==> src/rtl/genius_pkg.sv <==
// Shared types for the Genius sequence player: colour word and FSM state encoding.
package genius_pkg;

    localparam int GENIUS_COLOR_W = 2;

    typedef logic [GENIUS_COLOR_W-1:0] color_t;

    typedef enum logic [1:0] {
        IDLE,
        PLAY_ON,
        PLAY_OFF,
        CHECK
    } state_e;

endpackage

==> src/rtl/genius_step_timer.sv <==
// Load/run counter with a terminal-count flag; paces LED steps and, optionally, the press timeout.
module genius_step_timer #(
    parameter int TC = 4
) (
    input  logic clk,
    input  logic rst_n,
    input  logic load,
    input  logic run,
    output logic tc
);

    localparam int W = (TC > 1) ? $clog2(TC) : 1;

    logic [W-1:0] count_reg;

    always_ff @(posedge clk or negedge rst_n) begin
        if (!rst_n) begin
            count_reg <= '0;
        end else if (load) begin
            count_reg <= '0;
        end else if (run) begin
            count_reg <= count_reg + W'(1);
        end
    end

    assign tc = run && (count_reg == W'(TC - 1));

endmodule

==> src/rtl/genius_seq_player.sv <==
// Stores RNG colours, plays the sequence to the LEDs, then checks player presses.
// Optional press timeout in CHECK is enabled by defining GENIUS_TIMEOUT_EN.
module genius_seq_player
    import genius_pkg::*;
#(
    parameter int DATA_WIDTH  = 8,
    parameter int COLOR_W     = 2,
    parameter int MAX_LEN     = 32,
    parameter int STEP_CYCLES = 4,
    parameter int TIMEOUT_CYC = 64
) (
    input  logic                         clk,
    input  logic                         rst_n,
    input  logic [DATA_WIDTH-1:0]        rnd_i,
    input  logic                         append_i,
    input  logic                         clear_i,
    input  logic                         start_i,
    input  logic                         press_valid_i,
    input  logic [COLOR_W-1:0]           press_color_i,
    output logic [COLOR_W-1:0]           color_o,
    output logic                         color_valid_o,
    output logic                         busy_o,
    output logic                         checking_o,
    output logic                         round_ok_o,
    output logic                         error_o,
    output logic                         timeout_o,
    output logic [$clog2(MAX_LEN+1)-1:0] len_o,
    output logic                         full_o
);

    localparam int LEN_W = $clog2(MAX_LEN + 1);
    localparam int IDX_W = (MAX_LEN > 1) ? $clog2(MAX_LEN) : 1;

    state_e             state_reg;
    logic [LEN_W-1:0]   len_reg;
    logic [IDX_W-1:0]   idx_reg;
    logic               full_reg;
    logic [COLOR_W-1:0] color_reg;
    logic               color_valid_reg;
    logic               busy_reg;
    logic               checking_reg;
    logic               round_ok_reg;
    logic               error_reg;
    logic               timeout_reg;

    logic [COLOR_W-1:0] mem [MAX_LEN];

    logic play_active;
    logic step_tc;
    logic idx_last;
    logic append_ok;
    logic timeout_tc;
    logic unused_rnd_bits;

    assign unused_rnd_bits = &{1'b0, rnd_i[DATA_WIDTH-1:COLOR_W]};

    if (STEP_CYCLES < 1 || TIMEOUT_CYC < 1) begin : g_param_out_of_range
    end

    assign play_active = (state_reg == PLAY_ON) || (state_reg == PLAY_OFF);
    assign idx_last    = (LEN_W'(idx_reg) == len_reg - LEN_W'(1));
    assign append_ok   = append_i && !clear_i && !start_i && (state_reg == IDLE) && !full_reg;

    genius_step_timer #(.TC(STEP_CYCLES)) u_step_timer (
        .clk   (clk),
        .rst_n (rst_n),
        .load  (clear_i || !play_active || step_tc),
        .run   (play_active),
        .tc    (step_tc)
    );

`ifdef GENIUS_TIMEOUT_EN
    // Restarted by every press so the limit applies to the gap between presses
    genius_step_timer #(.TC(TIMEOUT_CYC)) u_timeout_timer (
        .clk   (clk),
        .rst_n (rst_n),
        .load  (clear_i || (state_reg != CHECK) || press_valid_i),
        .run   (state_reg == CHECK),
        .tc    (timeout_tc)
    );
    assign timeout_o = timeout_reg;
`else
    assign timeout_tc = 1'b0;
    assign timeout_o  = 1'b0;
`endif

    always_ff @(posedge clk) begin
        if (append_ok) begin
            mem[len_reg[IDX_W-1:0]] <= rnd_i[COLOR_W-1:0];
        end
    end

    always_ff @(posedge clk or negedge rst_n) begin
        if (!rst_n) begin
            state_reg       <= IDLE;
            len_reg         <= '0;
            idx_reg         <= '0;
            full_reg        <= 1'b0;
            color_reg       <= '0;
            color_valid_reg <= 1'b0;
            busy_reg        <= 1'b0;
            checking_reg    <= 1'b0;
            round_ok_reg    <= 1'b0;
            error_reg       <= 1'b0;
            timeout_reg     <= 1'b0;
        end else begin
            round_ok_reg <= 1'b0;
            error_reg    <= 1'b0;
            timeout_reg  <= 1'b0;
            if (clear_i) begin
                state_reg       <= IDLE;
                len_reg         <= '0;
                idx_reg         <= '0;
                full_reg        <= 1'b0;
                color_reg       <= '0;
                color_valid_reg <= 1'b0;
                busy_reg        <= 1'b0;
                checking_reg    <= 1'b0;
            end else begin
                case (state_reg)
                    IDLE: begin
                        if (start_i) begin
                            if (len_reg != '0) begin
                                state_reg       <= PLAY_ON;
                                idx_reg         <= '0;
                                color_reg       <= mem[0];
                                color_valid_reg <= 1'b1;
                                busy_reg        <= 1'b1;
                            end
                        end else if (append_ok) begin
                            len_reg  <= len_reg + LEN_W'(1);
                            full_reg <= (len_reg + LEN_W'(1) == LEN_W'(MAX_LEN));
                        end
                    end
                    PLAY_ON: begin
                        if (step_tc) begin
                            state_reg       <= PLAY_OFF;
                            color_reg       <= '0;
                            color_valid_reg <= 1'b0;
                        end
                    end
                    PLAY_OFF: begin
                        if (step_tc) begin
                            if (idx_last) begin
                                state_reg    <= CHECK;
                                idx_reg      <= '0;
                                checking_reg <= 1'b1;
                            end else begin
                                state_reg       <= PLAY_ON;
                                idx_reg         <= idx_reg + IDX_W'(1);
                                color_reg       <= mem[idx_reg + IDX_W'(1)];
                                color_valid_reg <= 1'b1;
                            end
                        end
                    end
                    CHECK: begin
                        // A press on the expiring timeout cycle takes precedence
                        if (press_valid_i) begin
                            if (press_color_i == mem[idx_reg] && !idx_last) begin
                                idx_reg <= idx_reg + IDX_W'(1);
                            end else begin
                                round_ok_reg <= (press_color_i == mem[idx_reg]);
                                error_reg    <= (press_color_i != mem[idx_reg]);
                                state_reg    <= IDLE;
                                idx_reg      <= '0;
                                busy_reg     <= 1'b0;
                                checking_reg <= 1'b0;
                            end
                        end else if (timeout_tc) begin
                            error_reg    <= 1'b1;
                            timeout_reg  <= 1'b1;
                            state_reg    <= IDLE;
                            idx_reg      <= '0;
                            busy_reg     <= 1'b0;
                            checking_reg <= 1'b0;
                        end
                    end
                    default: begin
                        state_reg <= IDLE;
                    end
                endcase
            end
        end
    end

    assign color_o       = color_reg;
    assign color_valid_o = color_valid_reg;
    assign busy_o        = busy_reg;
    assign checking_o    = checking_reg;
    assign round_ok_o    = round_ok_reg;
    assign error_o       = error_reg;
    assign len_o         = len_reg;
    assign full_o        = full_reg;

endmodule

==> config.mk <==
export PLATFORM = sky130hd
export DESIGN_NAME = genius_seq_player
export DESIGN_NICKNAME = d
export VERILOG_FILES = /design/src/rtl/genius_pkg.sv /design/src/rtl/genius_step_timer.sv /design/src/rtl/genius_seq_player.sv
export SDC_FILE = /design/constraint.sdc
export NUM_CORES = 1
export LEC_CHECK = 0
export ABC_AREA = 1
export BUFFER_PORTS_ARGS = -buffer_cell sky130_fd_sc_hd__buf_2
export CELL_PAD_IN_SITES_DETAIL_PLACEMENT = 0
export CELL_PAD_IN_SITES_GLOBAL_PLACEMENT = 2
export CORE_MARGIN = 8
export CORE_UTILIZATION = 39
export CTS_BUF_LIST = sky130_fd_sc_hd__clkbuf_4
export CTS_CLUSTER_SIZE = 8
export DETAILED_ROUTE_END_ITERATION = 10
export HOLD_SLACK_MARGIN = 0.03
export PLACE_DENSITY_LB_ADDON = 0.1
export SLEW_MARGIN = 20
export SYNTH_ARGS = -nofsm -noshare
export SYNTH_HDL_FRONTEND = slang
export SYNTH_HIERARCHICAL = 1
export SYNTH_SLANG_ARGS = --single-unit
==> constraint.sdc <==
create_clock -name clk -period 2.27 [get_ports clk]
set_input_delay 0.3405 -clock clk [delete_from_list [all_inputs] [get_ports clk]]
set_output_delay 0.3405 -clock clk [all_outputs]
set_load 0.01 [all_outputs]
## Word-level counts from Yosys, hierarchy flattened

Memories as Yosys holds them, arrays and structs flattened.
Cells that the tools add are included.

| operators by class | value |
|---|---|
| add/subtract/negate cells | 4 |
| equality and inequality tests | 17 |
| multiplexer cells | 59 |
| reduce and logical (&&, ||, !) cells | 29 |

Operator list:

| operator | number |
|---|---|
| two-way mux 5 bit | 7 |
| two-way mux 2 bit | 16 |
| two-way mux 1 bit | 26 |
| two-way mux 6 bit | 4 |
| != test 3 bit (second input constant) | 7 |
| one-hot mux 5 bit (3 select lines) | 1 |
| AND reduction 5 bit | 3 |
| AND reduction 6 bit | 2 |
| one-hot mux 2 bit (4 select lines) | 1 |
| nonzero test 4 bit | 2 |
| adder 6 x 1 -> 6 bit (second input constant) | 1 |
| == test 2 bit (second input constant) | 3 |
| == test 5 x 6 -> 1 bit | 1 |
| == test 6 bit (second input constant) | 1 |
| logical AND 1 bit | 6 |
| one-hot mux 2 bit (3 select lines) | 1 |
| nonzero test 2 bit | 3 |
| nonzero test 3 bit | 2 |
| nonzero test 6 bit | 1 |
| subtractor 6 x 1 -> 6 bit (second input constant) | 1 |
| adder 5 x 1 -> 5 bit (second input constant) | 1 |
| logical NOT 1 bit | 5 |
| one-hot mux 1 bit (2 select lines) | 2 |
| logical OR 1 bit | 3 |
| other kinds (9) | 9 |

| word-level totals | value |
|---|---|
| register bits | 23 |
| RAM bits | 64 |
| input port bits | 16 |
| output and inout port bits | 15 |
| memories | 1 |

Memory list:

| memory | words | width | read ports | clocked after Yosys merged registers in | wr ports | line | RTL |
|---|---|---|---|---|---|---|---|
| mem | 32 | 2 | 3 | 0 | 1 | genius_seq_player.sv:46 | `logic [COLOR_W-1:0] mem [MAX_LEN];` |

## Logic depth before layout (Yosys ltp)

Gate-level depths: netlist of run 1.

| depth | value |
|---|---|
| depth in word-level cells | 9 |
| depth in mapped cells | 15 |
| mapped depth without buffers | 13 |

## Hierarchy

The synthesis of run 1 kept the hierarchy.

Modules (own cells, without submodules):

| module | instances | cells an instance | area each (um2) |
|---|---|---|---|
| genius_seq_player | 1 | 581 | 4865.9 |
| genius_step_timer | 1 | 14 | 105.1 |

## Worst setup path before layout of run 1

No wires, ideal clock.

| timing | value |
|---|---|
| path type | register to register |
| start | reg state_reg[0] |
| end | reg idx_reg[0] |
| setup time | 0.077 ns |
| data arrival time | 1.869 ns |
| data required time | 2.193 ns |
| path slack | 0.323 ns |
| cell stages (with the launch flop) | 13 |
| path buffers | 0 |
| clock period less this slack | 1.947 ns |
| path through | dfrtp_1 inv_1 ha_1 nand2_1 inv_1 nor2_1 nand2_1 nand2_1 inv_1 nand4_1 nor3_1 nand2_2 a21oi_1 |

| between the ends | value |
|---|---|
| word-level cells in the longest chain between the ends | 5 |
| elaborated cells between the ends (all ways) | 14 |
| those cells by class | eq/ne (7); mux (2); reduce/logical (5) |

Ends and longest elaborated chain:

| item | line | RTL |
|---|---|---|
| from (decl) | genius_seq_player.sv:34 | `state_e state_reg;` |
| from (signal assigned) | genius_seq_player.sv:95 | `state_reg <= IDLE;` |
| from (signal assigned) | genius_seq_player.sv:111 | `state_reg <= IDLE;` |
| from (signal assigned) | genius_seq_player.sv:124 | `state_reg <= PLAY_ON;` |
| == test 2 x 1 -> 1 bit / == test 2 bit (equally long branches) | genius_seq_player.sv:60 | `assign play_active = (state_reg == PLAY_ON) \|\| (state_reg == PLAY_OFF);` |
| logical OR 1 bit (*) | genius_seq_player.sv:60 |  |
| net play_active | genius_seq_player.sv:48 | `logic play_active;` |
| logical AND 1 bit (*) | genius_step_timer.sv:26 | `assign tc = run && (count_reg == W'(TC - 1));` |
| net step_tc | genius_seq_player.sv:49 | `logic step_tc;` |
| != test 3 bit (no source line) (*) | - |  |
| AND reduction 5 bit (no source line) (*) | - |  |
| to (signal assigned) | genius_seq_player.sv:150 | `idx_reg <= idx_reg + IDX_W'(1);` |
| to (signal assigned) | genius_seq_player.sv:160 | `idx_reg <= idx_reg + IDX_W'(1);` |
| to (decl) | genius_seq_player.sv:36 | `logic [IDX_W-1:0] idx_reg;` |

Mark *: on every way through the listed nets, which the timed path passes. The rest lies on a longest branch.
A chain may end at the register's enable or synchronous reset.

## Final worst setup path of run 1

| timing | value |
|---|---|
| start | reg idx_reg[1] |
| end | reg idx_reg[0] |

| between the ends | value |
|---|---|
| word-level cells in the longest chain between the ends | 7 |
| elaborated cells between the ends (all ways) | 11 |
| those cells by class | eq/ne (2); mux (6); reduce/logical (2); memory (1) |

Ends and longest elaborated chain:

| item | line | RTL |
|---|---|---|
| memory read (32 x 2 bit) / == test 5 x 6 -> 1 bit (equally long branches) | - |  |
| == test 2 bit / logical NOT 1 bit (equally long branches) | genius_seq_player.sv:159 | `if (press_color_i == mem[idx_reg] && !idx_last) begin` |
| logical AND 1 bit | genius_seq_player.sv:159 |  |
| two-way mux 5 bit | genius_seq_player.sv:159 |  |
| two-way mux 5 bit | genius_seq_player.sv:158 | `if (press_valid_i) begin` |
| one-hot mux 5 bit (3 select lines) (*) | genius_seq_player.sv:120 | `case (state_reg)` |
| two-way mux 5 bit (*) | genius_seq_player.sv:110 | `if (clear_i) begin` |

Every way passes the cells marked *; elsewhere a longest branch is shown, timed or not. The select of a mux whose other input is x is not followed.

==> impl_metrics.tcl, run 1 <==
set metrics [dict create \
    hold_path_startpoint "press_valid_i" \
    detail_route.vias_per_cell 5.15 \
    worstPathArrival_ns 2.50 \
    postLayoutCoreUtil 0.446 \
    slowest_stage "sky130_fd_sc_hd__dfrtp_2" \
    post-route-drc-count 0 \
    global_route_wire_length_before_repair_um 21500 \
    cellLeakagePower_uw 0.00235 \
    totalPowerFinal_uw 4750 \
    outcome "finished clean" \
    final.setup_skew_ns 0.0194 \
    numCtsBuffers 9 \
    worstHoldPathCells 3 \
    area_delta_synth_final_pct 12.4 \
    fin_nets 665 \
    total_via_count_in_the_routed_design 4200 \
    largest_register_ffs 64 \
    hpwl_detailed_um 9990 \
    r2r.worst_path.cells 14 \
    setup_violations 0 \
    totalWireLength_um 13800 \
    antenna_violating_nets_post_route 0 \
    layout.cells.most_common "sky130_fd_sc_hd__nand2_1" \
    synth.ff_latch_count 87 \
    min_path_type "input port to register" \
    drt_iter0_drc 286 \
    cp.required_ns 2.67 \
    worstSkewPairLatency_ns 0.48 \
    worstPathCellList "buf_6 -> inv_1 -> buf_4 -> o211ai_1 -> nand3_1 -> nand3_1 -> nand3_1 -> nand2_1 -> nand2_1 -> nand2_1 -> nand3_1 -> nand2_1 -> nand2_2 -> a21oi_1" \
    postCtsSetupBuffers 0 \
    dieWidth_um 129 \
    rrSetupSlack_ns 0.17 \
    cts-root-buf "sky130_fd_sc_hd__clkbuf_4" \
    reg2reg_from "idx_reg[1]" \
    crit_family "simple AND/OR/NAND/NOR gates" \
    post_synth_main_area_contributors "sky130_fd_sc_hd__edfxtp_1 39%, sky130_fd_sc_hd__dfrtp_1 12%, sky130_fd_sc_hd__nand2_1 9.7%" \
    tightest_slew_ns 0.639 \
    avgSynthCellArea_um2 8.35 \
    io_pins 31 \
    grt_use_total 0.174 \
    synthDominantCellAreaShare 0.387 \
    cts.reportedPaths.clkPinSlew_ns 0.14 \
    route.detailed.wl_per_inst_um 16.9 \
    via_count_of_the_first_global_routing_pass 4002 \
    final-max-slew-violation-count 0 \
    finalWeightedCongestion 0.828 \
    layout_cell_share_with_drive_strength_beyond_1 0.146 \
    maximum_number_of_pins_on_one_net_before_global_route_repair 43 \
    first_pass_iters 5 \
    critical_path_class "register to register" \
    antenna_cells 0 \
    core_mm2 0.0125 \
    critPathMaxStageDelay_ns 0.45 \
    final.min_clock_period_ns 2.10 \
    die_area_mm2 0.0166 \
    max_slew_margin_vs_limit 0.574 \
    std_cell_rows 41 \
    ir_drop_mv 0.361 \
    post-route-period-util 0.926 \
    synthDistinctLibCells 36 \
    yosysTopAreaCell "sky130_fd_sc_hd__edfxtp_1" \
    tritoncts "done" \
    grt_remaining_overflow 0 \
    synth.yosys.seq_area_share 0.502 \
    final_hold_viol_count 0 \
    dieHeight_um 129 \
    maximum_root_to_sink_buffer_count 2 \
    timing.critical_path.to_type "register" \
    worstPathMaxFanout 14 \
    fmaxAchievable_mhz 476 \
    cts-htree-levels 3 \
    post_synth_inst_count 595 \
    fillCellCount 1321 \
    critical_path.n_buffers_inverters 3 \
    antenna_found_initial 0 \
    max_cap_viol_count 0 \
    commonest_cells_after_routing_fill_and_taps_aside "128 x sky130_fd_sc_hd__nand2_1, 88 x sky130_fd_sc_hd__nand3_1, 68 x sky130_fd_sc_hd__inv_1" \
    critPathLaunchType "register" \
    rsz0062_at_grt "yes" \
    buffer_ports.inserted 23 \
    synthesis.nets 621 \
    synth-warning-count 6 \
    clock_sinks 87 \
    pwr_density_cell_mw_per_mm2 851 \
    start_util 0.397 \
    hold-path-endpoint "round_ok_o" \
    timing.rr.end "idx_reg[0]" \
    syn-cell-area_mm2 0.00497 \
]
## metal layers
layer	GRT usage	up-vias	routed length, µm
met5	0	-	0
met4	0.0504	0	209
met3	0.0439	15	786
met2	0.270	109	6340
met1	0.234	1999	6500
li1	-	2077	-
## kinds of logic (layout without fill, tap and decap cells)
family                   after synthesis  count (layout)  synth area share
adder cells (fa/ha/maj)               10              10            0.0252
AND/OR/NAND/NOR                      277             277             0.240
other                                  1               1          0.000754
buffers and inverters                105             154            0.0926
flip-flops                            87              87             0.502
AO/OA/AOI/OAI                        102             102             0.113
XOR/XNOR                              13              13            0.0259
## report_power, final
group          total (µW)  internal (µW)  switching (µW)
registers            1850           1780            71.4
logic                2110            803            1310
clock network         784            239             544
## through the flow
step	cells	setup TNS, ns	setup WS [ns]	hold WS, ns	area (µm²)
floorplan	595	0	0.323	0.0449	4970
global placement	799	0	0.128	0.358	5420
detailed placement	799	0	0.126	0.376	5420
CTS	816	0	0.129	0.108	5530
global route	816	-0.00586	-0.00586	0.0890	5590
finish	816	0	0.169	0.135	5590
## worst reg2reg max path: stages (launching register included)
cell	delay, ns
sky130_fd_sc_hd__dfrtp_2	0.45
sky130_fd_sc_hd__buf_6	0.21
sky130_fd_sc_hd__inv_1	0.08
sky130_fd_sc_hd__buf_4	0.18
sky130_fd_sc_hd__o211ai_1	0.12
sky130_fd_sc_hd__nand3_1	0.11
sky130_fd_sc_hd__nand3_1	0.09
sky130_fd_sc_hd__nand3_1	0.15
sky130_fd_sc_hd__nand2_1	0.11
sky130_fd_sc_hd__nand2_1	0.05
sky130_fd_sc_hd__nand2_1	0.10
sky130_fd_sc_hd__nand3_1	0.09
sky130_fd_sc_hd__nand2_1	0.08
sky130_fd_sc_hd__nand2_2	0.09
sky130_fd_sc_hd__a21oi_1	0.14
## cell type report
type	instances	area, µm²	share of cell area
Multi-Input combinational cell	403	2040	0.366
Timing Repair Buffer	59	419	0.0750
Clock inverter	5	25.0	0.00448
Tap cell	172	215	0.0385
Sequential cell	87	2500	0.448
Clock buffer	11	82.6	0.0148
Inverter	79	302	0.0540
## worst max path at each step
stage                       from          to  slack (ns)  cells after the start
finish                idx_reg[1]  idx_reg[0]        0.17                     14
global route          idx_reg[0]  color_o[1]      -0.006                      9
CTS                   idx_reg[1]  idx_reg[0]        0.13                     14
detailed placement    idx_reg[0]  color_o[0]        0.13                     10
global placement      idx_reg[0]  color_o[1]        0.13                     10
floorplan           state_reg[0]  idx_reg[0]        0.32                     12
## cell usage after synthesis
library cell,instances
sky130_fd_sc_hd__nand2_1,128
sky130_fd_sc_hd__nand3_1,89
sky130_fd_sc_hd__inv_1,68
sky130_fd_sc_hd__edfxtp_1,64
sky130_fd_sc_hd__nor2_1,45
sky130_fd_sc_hd__o21ai_0,33
sky130_fd_sc_hd__a21oi_1,28
sky130_fd_sc_hd__dfrtp_1,23
sky130_fd_sc_hd__o21ai_1,23
sky130_fd_sc_hd__o211ai_1,13
sky130_fd_sc_hd__buf_2,11
sky130_fd_sc_hd__ha_1,10
sky130_fd_sc_hd__inv_2,10
sky130_fd_sc_hd__buf_4,7
sky130_fd_sc_hd__xor2_1,7
sky130_fd_sc_hd__nor3_1,6
sky130_fd_sc_hd__xnor2_1,4
sky130_fd_sc_hd__buf_6,3
sky130_fd_sc_hd__a22o_1,2
sky130_fd_sc_hd__buf_1,2
sky130_fd_sc_hd__clkbuf_1,2
sky130_fd_sc_hd__nand4_1,2
sky130_fd_sc_hd__xor2_2,2
sky130_fd_sc_hd__and2_1,1
sky130_fd_sc_hd__clkbuf_2,1
sky130_fd_sc_hd__conb_1,1
sky130_fd_sc_hd__inv_4,1
sky130_fd_sc_hd__nand2_2,1
sky130_fd_sc_hd__nand3_2,1
sky130_fd_sc_hd__nor2_2,1
sky130_fd_sc_hd__nor3_4,1
sky130_fd_sc_hd__nor4_1,1
sky130_fd_sc_hd__o21ai_2,1
sky130_fd_sc_hd__o31ai_1,1
sky130_fd_sc_hd__o41ai_1,1
sky130_fd_sc_hd__or2_1,1
## repair_timing
| item | 4_1_cts | 5_1_grt |
|---|---|---|
| endpoints found under the setup margin | 0 | 8 |
| hold endpoints to repair | 23 | 0 |
| gates resized for setup | 0 | 10 |
| hold buffers | 1 | 0 |
No activity file was read; power rests on OpenSTA's default activity.
==> inputs of run 2 (changes only) <==
ABC_AREA = not set   (was 1)
CORE_UTILIZATION = 45   (was 39)
GPL_TIMING_DRIVEN = 0   (was not set)
==> run 2 against run 1 <==
Clock-buffer cell count down 2. Global-route usage up 0.12 points. The run now ends with setup timing left. Sequential share of layout area down 0.19 points. Design area up 0.58%. Clock skew up 0.019 ns. Routed wire length down 13%. Worst setup slack worse by 0.69 ns. Sequential power down 3%. Largest cell class unchanged. Final cell count down 34%. Combinational power down 57%. Flip-flop and latch count unchanged. Largest power group is now sequential cells.
==> impl_metrics.tcl, run 2 <==
set metrics [dict create \
    outcome "complete, but fails checks" \
    violated_checks "setup timing" \
    pwr_density_cell_mw_per_mm2 619 \
    sequentialPowerShare 0.513 \
    synthDistinctLibCells 51 \
    critPathMostFrequentCell "sky130_fd_sc_hd__mux4_2" \
    yosysTopAreaCell "sky130_fd_sc_hd__edfxtp_1" \
    worstPathCellList "buf_12 -> mux4_2 -> mux4_2 -> mux2i_1 -> xnor2_1 -> nor2_4 -> a22o_4 -> mux2_4" \
    rsz0062_at_grt "yes" \
    syn-cell-area_mm2 0.00470 \
    via_count_of_the_first_global_routing_pass 3308 \
    layout.cells.most_common "sky130_fd_sc_hd__edfxtp_1" \
    synth-edff-count 64 \
    final.setup_skew_ns 0.0388 \
    critPathLaunchType "register" \
    min_path_type "input port to register" \
    synth.yosys.seq_area_share 0.532 \
    core_mm2 0.0102 \
    largest_register_ffs 64 \
    start_util 0.459 \
    antenna_cells 0 \
    std_cell_rows 37 \
    buffer_ports.inserted 23 \
    maximum_root_to_sink_buffer_count 2 \
    synthDominantCellAreaShare 0.409 \
    post_synth_inst_count 351 \
    io_pins 31 \
    worstPathMaxFanout 10 \
    part_of_the_power_in_combinational_logic 0.260 \
    final-max-slew-violation-count 0 \
    switching_share 0.306 \
    synth-warning-count 6 \
    cts-root-buf "sky130_fd_sc_hd__clkbuf_4" \
    post_synth_main_area_contributors "sky130_fd_sc_hd__edfxtp_1 41%, sky130_fd_sc_hd__mux4_2 16%, sky130_fd_sc_hd__dfrtp_1 12%" \
    post-route-period-util 1.23 \
    final_hold_viol_count 0 \
    avgSynthCellArea_um2 13.4 \
    tightest_slew_ns 0.618 \
    route.detailed.wl_per_inst_um 22.2 \
    cts-htree-levels 3 \
    cts.reportedPaths.clkPinSlew_ns 0.14 \
    numCtsBuffers 9 \
    holdWs_ns 0.192 \
    antenna_found_initial 0 \
    tritoncts "done" \
    postLayoutCoreUtil 0.549 \
    finalWeightedCongestion 0.781 \
    fillCellCount 855 \
    detail_route.vias_per_cell 5.74 \
    synth.ff_latch_count 87 \
    post-route-drc-count 0 \
    layout_cell_share_with_drive_strength_beyond_1 0.405 \
    cp.required_ns 2.63 \
    slowest_stage "sky130_fd_sc_hd__mux4_2" \
    max_slew_margin_vs_limit 0.584 \
    synthesis.nets 377 \
    global_route_wire_length_before_repair_um 18700 \
    dieHeight_um 118 \
    net_switching_power_of_the_design_uw 1060 \
    multi_input_comb_area_mm2 0.00230 \
    die_area_mm2 0.0140 \
    antenna_violating_nets_post_route 0 \
    first_pass_iters 4 \
    area_delta_synth_final_pct 19.6 \
    p_clk_frac 0.226 \
    commonest_cells_after_routing_fill_and_taps_aside "64 x sky130_fd_sc_hd__edfxtp_1, 42 x sky130_fd_sc_hd__nor2_1, 34 x sky130_fd_sc_hd__mux4_2" \
    fmaxAchievable_mhz 358 \
    synth_most_common_cell "sky130_fd_sc_hd__edfxtp_1" \
    synth_top_cells_by_count "64 x sky130_fd_sc_hd__edfxtp_1, 56 x sky130_fd_sc_hd__nor2_1, 34 x sky130_fd_sc_hd__mux4_2" \
    worstPathArrival_ns 3.15 \
    dieWidth_um 118 \
    max_cap_viol_count 0 \
    worstSkewPairLatency_ns 0.47 \
    total_via_count_in_the_routed_design 3103 \
    drt_iter0_drc 227 \
    grt_use_total 0.175 \
    clock_sinks 87 \
    worst_setup_slack_final_ns -0.521 \
    timing.critical_path.to_type "register" \
    setup_violations 13 \
    cellLeakagePower_uw 0.00199 \
    totalWireLength_um 12000 \
    maximum_number_of_pins_on_one_net_before_global_route_repair 33 \
    critical_path_class "register to register" \
    hpwl_detailed_um 8110 \
    power_report.internal_total_uw 2410 \
    ir_drop_mv 0.318 \
    register_area_mm2 0.00250 \
    grt_remaining_overflow 0 \
    critPathMaxStageDelay_ns 0.56 \
    fin_nets 426 \
    synth_async_sr_flop_share 0.264 \
    final.min_clock_period_ns 2.79 \
    setup_tns_ns -5.27 \
    synth_top_flop_cell "sky130_fd_sc_hd__edfxtp_1" \
]
[run 2: worst paths after layout]
path	start	slack [ns]	cells past startpoint	endpoint
worst max-delay path	idx_reg[0]	-0.52	8	idx_reg[0]
worst min-delay path	press_valid_i	0.19	3	error_o
worst max register to register	idx_reg[0]	-0.52	8	idx_reg[0]
worst min register to register	color_valid_o	0.55	2	color_valid_o
max in group asynchronous	rst_n	1.48	2	len_o[4]
min in group asynchronous	rst_n	0.36	2	state_reg[0]
[run 2: logic make-up (layout without fill, tap and decap cells)]
logic type	Yosys count	after routing	synth area share
AOI/OAI and AO/OA	41	41	0.0640
xor gates and xnor gates	17	17	0.0317
adders and majority gates	10	10	0.0266
buffers and inverters	36	90	0.0357
DFF	87	87	0.532
muxes	52	52	0.204
other	1	1	0.000799
and+or+nand+nor	107	107	0.105
[run 2: worst max-delay path: cells and delay by family, from the launching register on]
| kind | cells | cell delay (ns) |
|---|---|---|
| flops | 1 | 0.43 |
| compound gates | 1 | 0.26 |
| mux | 4 | 1.52 |
| buf+inv | 1 | 0.17 |
| simple gates | 1 | 0.10 |
| xor+xnor | 1 | 0.20 |
[run 2: cell type report]
| class | count | area share |
|---|---|---|
| repair buffers | 42 | 0.0535 |
| flip-flops and latches | 87 | 0.446 |
| plain buffers | 17 | 0.0294 |
| inverters | 15 | 0.0105 |
| well taps | 136 | 0.0303 |
| multi-input cells | 228 | 0.410 |
| clock buffers | 9 | 0.0120 |
| clock inverters | 7 | 0.00846 |
[run 2: what timing repair did]
action                                 in CTS  in global routing
pin swaps                                   9                 11
setup endpoints to repair                  81                 65
setup buffers                              13                  4
hold buffers                                1                  0
gates resized for setup                    46                 29
endpoints found under the hold margin      23                  0
cloned                                      1                  0
[run 2: metrics by stage]
stage / instance area [µm²] / total power (µW) / worst slack [ns] / instances
floorplan: 4770 / 2350 / -0.251 / 351
CTS: 5490 / 3420 / -0.506 / 538
global route: 5620 / 3640 / -0.609 / 541
finish: 5620 / 3480 / -0.521 / 541
detailed placement: 5050 / 2550 / -0.890 / 510
global placement: 5050 / 2540 / -0.901 / 510
[run 2: power by group through the flow]
| stage | logic (µW) | registers [µW] | clock network, µW |
|---|---|---|---|
| after floorplan | 521 | 1830 | 0 |
| after global placement | 723 | 1820 | 0 |
| after detailed placement | 728 | 1820 | 0 |
| after CTS | 842 | 1790 | 795 |
| after global routing | 984 | 1790 | 863 |
| final | 905 | 1790 | 787 |
[run 2: per-layer routing]
| metal | GRT usage | share of wire | up-vias |
|---|---|---|---|
| met1 | 0.234 | 0.44 | 1582 |
| met2 | 0.281 | 0.50 | 72 |
| met5 | 0 | 0 | - |
| met4 | 0.0576 | 0.015 | 0 |
| met3 | 0.0347 | 0.053 | 15 |
| li1 | - | - | 1434 |
==> inputs of run 3 (changes only) <==
SETUP_SLACK_MARGIN = 0.05   (was not set)
==> run 3 against run 2 <==
The flow still finishes with violations (setup timing). Die area stayed put. First-iteration DRC count is 1.3% lower. Sequential power about the same. Power shrank 2.2%. Clock power decreased by 3.4%. Flip-flop and latch count is the same. Final cell count is 0.55% higher. Sequential share of layout area decreased by 0.24 points. Critical endpoint is now state_reg[0].
==> impl_metrics.tcl, run 3 (synthesis gave the netlist of run 2 again) <==
set metrics [dict create \
    area_delta_synth_final_pct 20.3 \
    cp.required_ns 2.60 \
    critPathMostFrequentCell "sky130_fd_sc_hd__mux4_2" \
    first_pass_iters 4 \
    detail_route.vias_per_cell 5.71 \
    worstPathArrival_ns 3.09 \
    timing.critical_path.to_type "register" \
    route.detailed.wl_per_inst_um 21.6 \
    finalWeightedCongestion 0.780 \
    antenna_violating_nets_post_route 0 \
    hold_path_startpoint "press_valid_i" \
    dieHeight_um 118 \
    max_slew_margin_vs_limit 0.597 \
    clock_sinks 87 \
    global_route_wire_length_before_repair_um 18100 \
    hpwl_detailed_um 8030 \
    layout_cell_share_with_drive_strength_beyond_1 0.407 \
    grt_use_total 0.170 \
    io_pins 31 \
    cellLeakagePower_uw 0.00201 \
    worst_setup_slack_final_ns -0.486 \
    min_path_type "input port to register" \
    placed_cells_incl_taps 510 \
    setup_violations 13 \
    ir_drop_mv 0.281 \
    violated_checks "setup timing" \
    worstPathMaxFanout 10 \
    die_area_mm2 0.0140 \
    commonest_cells_after_routing_fill_and_taps_aside "64 x sky130_fd_sc_hd__edfxtp_1, 42 x sky130_fd_sc_hd__nor2_1, 34 x sky130_fd_sc_hd__mux4_2" \
    final.min_clock_period_ns 2.76 \
    cts-htree-levels 3 \
    largest_register_ffs 64 \
    fin_nets 429 \
    worstSkewPairLatency_ns 0.44 \
    fillCellCount 883 \
    final.setup_skew_ns 0.0216 \
    critical_path_class "register to register" \
    total_via_count_in_the_routed_design 3106 \
    stdcell_count 544 \
    tightest_slew_ns 0.604 \
    worstHoldPathCells 3 \
    totalWireLength_um 11700 \
    slowest_stage "sky130_fd_sc_hd__mux4_2" \
    buffer_ports.inserted 23 \
    antenna_cells 0 \
    setup_tns_ns -4.75 \
    numCtsBuffers 9 \
    cts-root-buf "sky130_fd_sc_hd__clkbuf_4" \
    grt_remaining_overflow 0 \
    layout.cells.most_common "sky130_fd_sc_hd__edfxtp_1" \
    post-route-drc-count 0 \
    core_mm2 0.0102 \
    tritoncts "done" \
    final_hold_viol_count 0 \
    maximum_root_to_sink_buffer_count 2 \
    start_util 0.459 \
    dieWidth_um 118 \
    via_count_of_the_first_global_routing_pass 3152 \
    drt_iter0_drc 224 \
    pwr_density_cell_mw_per_mm2 602 \
    outcome "complete, but fails checks" \
    maximum_number_of_pins_on_one_net_before_global_route_repair 33 \
    postLayoutCoreUtil 0.552 \
    max_cap_viol_count 0 \
    fmaxAchievable_mhz 363 \
    dp_worst_setup_slack_ns -0.868 \
    worstPathCellList "buf_12 -> mux4_2 -> mux4_2 -> mux2i_1 -> xnor2_1 -> nor2_4 -> a31oi_2 -> mux2_4" \
    critPathMaxStageDelay_ns 0.54 \
    antenna_found_initial 0 \
    critPathLaunchType "register" \
    std_cell_rows 37 \
    cts.reportedPaths.clkPinSlew_ns 0.14 \
    final-max-slew-violation-count 0 \
    worst_setup_path_startpoint "idx_reg[0]" \
    reg2reg_from "idx_reg[0]" \
    r2r.worst_path.cells 8 \
    post-route-period-util 1.21 \
    rsz0062_at_grt "yes" \
]
-- run 3: cell type report --
class,count,area (µm²),area share
Tap cell,136,170,0.0301
Multi-Input combinational cell,228,2280,0.404
Inverter,15,58.8,0.0104
Clock inverter,6,36.3,0.00642
Buffer,19,211,0.0374
Clock buffer,10,75.1,0.0133
Timing Repair Buffer,43,313,0.0554
Sequential cell,87,2500,0.443
-- run 3: worst paths after layout --
kind,endpoint,slack [ns]
worst min-delay path,error_o,0.20
min in group asynchronous,round_ok_o,0.39
max in group asynchronous,len_o[1],1.47
worst max-delay path,state_reg[0],-0.49
worst min register to register,color_valid_o,0.55
worst max register to register,state_reg[0],-0.49
-- run 3: layer usage --
layer,track usage,part of all wire,vias to the layer above
met4,0.0624,0.0097,0
met3,0.0309,0.076,8
met1,0.229,0.43,1563
li1,-,-,1436
met5,0,0,-
met2,0.271,0.48,99
-- run 3: critical path, delay by kind of cell, from the launching register on --
family	cells	cell delay (ns)
and+or+nand+nor	1	0.08
xor gates and xnor gates	1	0.19
buffers and inverters	1	0.17
muxes	4	1.55
DFF	1	0.43
AOI/OAI and AO/OA	1	0.22
-- run 3: where the power goes --
group	internal (µW)	total [µW]	leakage, µW	switching (µW)
clock	233	760	0.0000595	527
sequential	1750	1780	0.000885	32.7
combinational	411	858	0.00107	447
total	2400	3400	0.00201	1010
-- run 3: what timing repair did --
item	in CTS	in global routing
setup buffers	12	6
endpoints found under the setup margin	81	77
pin swaps	7	4
hold buffers	1	0
gates cloned	0	1
hold endpoints to repair	23	0
gates resized for setup	50	27
-- run 3: per-stage QoR --
| stage | instance area (µm²) | total power (µW) | hold slack (ns) |
|---|---|---|---|
| final | 5650 | 3400 | 0.205 |
| after floorplan | 4770 | 2350 | 0.0449 |
| after global routing | 5650 | 3570 | 0.210 |
| after global placement | 5050 | 2540 | 0.348 |
| after detailed placement | 5050 | 2550 | 0.358 |
| after CTS | 5460 | 3370 | 0.181 |
